$ cat src/rtl/motor_cmd_sequencer.sv
// Two-port motion command arbiter driving the one-hot H-bridge direction bus,
// with dead time between differing movements, per-command run duration and estop.
module motor_cmd_sequencer #(
  parameter int TICK_DIV    = 125000,
  parameter int DEAD_CYCLES = 12500000
) (
  input  logic        clk_125mhz,
  input  logic        reset,
  input  logic        estop,
  input  logic        cmd0_valid,
  input  logic [4:0]  cmd0_dir,
  input  logic [15:0] cmd0_dur,
  output logic        cmd0_ready,
  input  logic        cmd1_valid,
  input  logic [4:0]  cmd1_dir,
  input  logic [15:0] cmd1_dur,
  output logic        cmd1_ready,
  output logic [4:0]  direction,
  output logic        busy,
  output logic        grant_id,
  output logic        done,
  output logic        cmd_err,
  output logic [1:0]  dbg_state
);

  localparam logic [1:0] S_IDLE = 2'd0;
  localparam logic [1:0] S_RUN  = 2'd1;
  localparam logic [1:0] S_DEAD = 2'd2;

  localparam logic [4:0] DIR_FWD   = 5'b00001;
  localparam logic [4:0] DIR_IDLE  = 5'b00010;
  localparam logic [4:0] DIR_BWD   = 5'b00100;
  localparam logic [4:0] DIR_LEFT  = 5'b01000;
  localparam logic [4:0] DIR_RIGHT = 5'b10000;

  localparam int PW = $clog2(TICK_DIV + 1);
  localparam int DW = $clog2(DEAD_CYCLES + 1);
  localparam logic [PW-1:0] PRESC_LAST = PW'(TICK_DIV - 1);
  localparam logic [DW-1:0] DEAD_LOAD  = DW'(DEAD_CYCLES);

  logic [1:0]    state;
  logic [PW-1:0] presc;
  logic [15:0]   ticks;
  logic [DW-1:0] dead_cnt;
  logic [4:0]    pend_dir;
  logic [15:0]   pend_dur;

  logic        base;
  logic        hs0;
  logic        hs1;
  logic        acc;
  logic        acc_legal;
  logic        acc_take;
  logic [4:0]  acc_dir;
  logic [15:0] acc_dur;
  logic        acc_id;

  // Handshake: a transfer occurs on a rising edge where valid && ready; the
  // requester holds dir/dur stable from valid rising until that edge. Port 0
  // has fixed priority, so at most one transfer happens per cycle.
  always_comb begin
    base       = !estop && (state != S_DEAD);
    cmd0_ready = base;
    cmd1_ready = base && !cmd0_valid;
    hs0        = cmd0_valid && cmd0_ready;
    hs1        = cmd1_valid && cmd1_ready;
    acc        = hs0 || hs1;
    acc_dir    = hs0 ? cmd0_dir : cmd1_dir;
    acc_dur    = hs0 ? cmd0_dur : cmd1_dur;
    acc_id     = !hs0;
    case (acc_dir)
      DIR_FWD, DIR_IDLE, DIR_BWD, DIR_LEFT, DIR_RIGHT: acc_legal = 1'b1;
      default:                                         acc_legal = 1'b0;
    endcase
    acc_take   = acc && acc_legal;
  end

  assign busy      = (state != S_IDLE);
  assign dbg_state = state;

  always_ff @(posedge clk_125mhz) begin
    if (reset) begin
      state     <= S_IDLE;
      direction <= DIR_IDLE;
      presc     <= '0;
      ticks     <= '0;
      dead_cnt  <= '0;
      pend_dir  <= DIR_IDLE;
      pend_dur  <= '0;
      grant_id  <= 1'b0;
      done      <= 1'b0;
      cmd_err   <= 1'b0;
    end else begin
      done    <= 1'b0;
      cmd_err <= 1'b0;
      if (estop) begin
        state     <= S_IDLE;
        direction <= DIR_IDLE;
        presc     <= '0;
        ticks     <= '0;
        dead_cnt  <= '0;
      end else begin
        if (acc && !acc_legal) cmd_err <= 1'b1;
        if (acc_take) begin
          grant_id <= acc_id;
          presc    <= '0;
          if (acc_dir == DIR_IDLE) begin
            state     <= S_IDLE;
            direction <= DIR_IDLE;
            ticks     <= '0;
          end else if (state == S_IDLE || acc_dir == direction) begin
            state     <= S_RUN;
            direction <= acc_dir;
            ticks     <= acc_dur;
          end else begin
            state     <= S_DEAD;
            direction <= DIR_IDLE;
            ticks     <= '0;
            pend_dir  <= acc_dir;
            pend_dur  <= acc_dur;
            dead_cnt  <= DEAD_LOAD;
          end
        end else begin
          case (state)
            S_RUN: begin
              // ticks == 0 means hold until replaced
              if (ticks != 16'd0) begin
                if (presc == PRESC_LAST) begin
                  presc <= '0;
                  if (ticks == 16'd1) begin
                    state     <= S_IDLE;
                    direction <= DIR_IDLE;
                    ticks     <= '0;
                    done      <= 1'b1;
                  end else begin
                    ticks <= ticks - 16'd1;
                  end
                end else begin
                  presc <= presc + PW'(1);
                end
              end
            end
            S_DEAD: begin
              if (dead_cnt == DW'(1)) begin
                state     <= S_RUN;
                direction <= pend_dir;
                presc     <= '0;
                ticks     <= pend_dur;
                dead_cnt  <= '0;
              end else begin
                dead_cnt <= dead_cnt - DW'(1);
              end
            end
            default: ;
          endcase
        end
      end
    end
  end

endmodule

$ cat config.mk
export PLATFORM = sky130hd
export DESIGN_NAME = motor_cmd_sequencer
export DESIGN_NICKNAME = d
export VERILOG_FILES = /design/src/rtl/motor_cmd_sequencer.sv
export SDC_FILE = /design/constraint.sdc
export NUM_CORES = 1
export LEC_CHECK = 0
export BUFFER_PORTS_ARGS = -buffer_cell sky130_fd_sc_hd__buf_2
export CORE_MARGIN = 10
export CORE_UTILIZATION = 53
export CTS_CLUSTER_SIZE = 25
export DETAILED_ROUTE_END_ITERATION = 8
export GPL_TIMING_DRIVEN = 0
export MAX_ROUTING_LAYER = met4
export PLACE_DENSITY = 0.86
export SETUP_SLACK_MARGIN = 0.15
export SYNTH_ARGS = -nofsm -noshare
export SYNTH_HDL_FRONTEND = slang
export SYNTH_SLANG_ARGS = --single-unit
$ cat constraint.sdc
create_clock -name clk_125mhz -period 2.4 [get_ports clk_125mhz]
set_clock_uncertainty 0.05 [all_clocks]
set_input_delay 0.36 -clock clk_125mhz [delete_from_list [all_inputs] [get_ports clk_125mhz]]
set_output_delay 0.36 -clock clk_125mhz [all_outputs]
set_load 0.02 [all_outputs]
==> out/metrics.cfg <==
[floorplan]
floorplan.initialDensity_pct=54.4
coreArea_um2=9200
dieWidth_um=117
die_height_um=117
die_area_um2=13700
floorplan.io_pins=60
fp-row-count=35

[setup_path]
worstPathArrival_ns=3.44
cp_top_family=simple AND/OR/NAND/NOR gates
crit_required_ns=2.61
critical_path.slowest_cell=sky130_fd_sc_hd__o211ai_1
setup_crit_path_kind=reg2reg
worst-path-buf-inv=3
worst_path_largest_cell_delay_ns=0.54
critical_path.startpoint_type=flop
path_cells=or3_1 -> buf_6 -> or4_4 -> nor4_4 -> o21ba_4 -> buf_8 -> buf_12 -> o211ai_1 -> a21oi_1
worst-path-stages=9
critPathMaxFanout=6
reg2reg_depth=9
end_kind=flop

[timing]
slew_viol_final=0
finalCriticalPeriod_ns=3.23
finalWorstSetupSlack_ns=-0.831
finalHoldViolCount=0
grt_setup_unrepaired=yes
max_slew.worst_pin.slew_ns=1.00
timing.final.crit_share_pct=135
fin_hold_ws_ns=0.266
report.final.setup_viol=85
timing.max_slew.rel_slack_pct=33.4
timing.fmax_ghz=0.309

[clocking]
clock_transition_at_the_registers_of_the_reported_paths_ns=0.11
cts_num_sinks=88
clock_insertion_delay_worst_skew_ns=0.40
clock_tree.htree_level_count=3
root_driver=sky130_fd_sc_hd__clkbuf_8
cts-buffers-inserted=9
clk_path_buf_depth=2
tritoncts=yes

[status]
violated_checks=DRC, setup timing
result_of_the_run=finished, violations left

[finish]
layout_commonest_cell=sky130_fd_sc_hd__dfxtp_1
mostFrequentLayoutCells=79 x sky130_fd_sc_hd__dfxtp_1, 57 x sky130_fd_sc_hd__buf_2, 48 x sky130_fd_sc_hd__nor2_1
fill_cell_total_of_the_finished_layout=431
drive_above_1_share_pct=45.7
layout_area_growth_over_synthesis_pct=52.5
finalNetCount=815

[synth]
synth-edff-count=0
synth.lib_cells_used.distinct=68
syn_std_cell_area_um2=5000
synth.net_count=670
post_synth.cell_area_avg_um2=8.09
ys_seq_area_share_pct=35.2
synth_ff_type=sky130_fd_sc_hd__dfxtp_1
ys_ff_latch=88
synth-async-reset-ratio_pct=0
cell_count_after_synthesis=618
synth.yosys.warnings=0

[routing]
drt_pre_antenna_iters=9
post-route-drc-count=34
drt-vias-per-instance=7.75
dr_iter_0_viols=1683
vias=6827
wl_per_cell_um=29.3
drt-total-wl_um=25800
drtAntennaViolNets=0

[global_routing]
pin_count_of_the_biggest_net_entering_global_routing=17
via_count_of_the_first_global_routing_pass=6146
grt_antenna_before_repair=2
track_usage_pct=30.2
grt_pass1_wl_um=31900
overflow=0

[place]
detailedPlace.worstSlack_ns=-0.501
gp_congestion=0.964
portBuffers=57
place.detailed.hpwl_um=10900

[power_and_ir_drop]
cellPowerDensity_nw_per_um2=464
worst_vdd_ir_v=0.000354
power.leakage_nw=2.97

[flow_run]
maxCapViolations=0

[hold_path]
min-delay-path-class=in2reg
worstHoldPathCells=3

==> cells in the mapped netlist, drive strengths merged, types with 9 or more instances <==
library cell | number | area share (%)
a211oi | 27 | 4.2
a21oi | 34 | 3.4
a221o | 10 | 2.0
a31oi | 9 | 1.1
buf | 15 | 2.0
clkbuf | 23 | 1.7
dfxtp | 88 | 35
inv | 13 | 0.98
mux2i | 20 | 4.0
nand2 | 42 | 3.2
nand3 | 22 | 2.2
nor2 | 82 | 6.2
nor3 | 21 | 2.1
nor4 | 19 | 3.0
o21ai | 37 | 3.8
or3 | 13 | 1.6
or4 | 16 | 2.5
xnor2 | 14 | 2.5
xor2 | 16 | 2.8
==> worst paths after layout <==
check | startpoint | to | slack, ns
max reg2reg | dead_cnt[12]$_SDFFE_PP0P_ | dbg_state[1]$_SDFFE_PP0P_ | -0.83
min | cmd0_dur[0] | ticks[0]$_SDFFE_PP0P_ | 0.27
min reg2reg | dead_cnt[14]$_SDFFE_PP0P_ | dead_cnt[14]$_SDFFE_PP0P_ | 0.42
max | dead_cnt[12]$_SDFFE_PP0P_ | dbg_state[1]$_SDFFE_PP0P_ | -0.83
==> per-stage QoR <==
step / power, mW / util (%) / cell area, µm² / cells / setup TNS, ns
4_1_cts: 3.26 / 74.5 / 6850 / 850 / -6.86
3_3_place_gp: 2.07 / 60.9 / 5600 / 786 / -19.23
3_5_place_dp: 2.09 / 60.9 / 5600 / 786 / -25.03
2_1_floorplan: 1.93 / - / 5170 / 618 / -0.413
6_report: 3.54 / 82.9 / 7620 / 881 / -32.30
5_1_grt: 3.61 / 82.9 / 7620 / 881 / -37.79
==> area by class of cell <==
type / count / area [µm²] / share of cell area [%]
well taps: 111 / 139 / 1.82
repair buffers: 133 / 1070 / 14.1
clock buffers: 9 / 124 / 1.62
flip-flops and latches: 88 / 1780 / 23.4
clock inverters: 7 / 77.6 / 1.02
diodes: 2 / 5.00 / 0.0656
plain buffers: 38 / 423 / 5.55
multi-input cells: 480 / 3950 / 51.9
inverters: 13 / 48.8 / 0.640
==> worst reg2reg max path, delay by kind of cell, from the launching register on <==
family / cells / cell delay, ns
compound gates: 3 / 0.97
simple gates: 3 / 1.33
flops: 1 / 0.33
buf+inv: 3 / 0.41
==> routing by layer <==
metal	GRT usage [%]	up-vias	wire length, µm
met5	-	-	0
met4	19.2	0	2370
met3	7.14	315	4080
met2	46.8	822	10700
met1	34.5	3091	8670
li1	-	2599	-
==> registers in the layout (all words and copies together), names as in the netlist <==
signal,count
cmd_err,1
pend_dir,5
grant_id,1
ticks,16
dead_cnt,24
done,1
presc,17
pend_dur,16
dbg_state,2
direction,5
==> logic make-up after synthesis <==
logic type,after synthesis,share of synthesized area [%]
compound gates,168,23.2
buf+inv,51,4.66
xor+xnor,30,5.26
mux,20,4.00
fa+ha+maj,5,1.25
flops,88,35.2
simple gates,256,26.4
==> report_power, final <==
group	switching, mW	leakage, nW	total, mW	internal, mW
Sequential	0.0421	0.716	1.53	1.48
Combinational	0.538	2.15	0.876	0.338
Clock	0.643	0.101	1.14	0.493
==> what timing repair did <==
action,CTS,global route
hold buffers,0,0
setup buffers,38,28
cloned,10,1
pin swaps,46,49
gates resized for setup,160,147
setup endpoints to repair,88,88
Power figures use the tool's default switching activity.
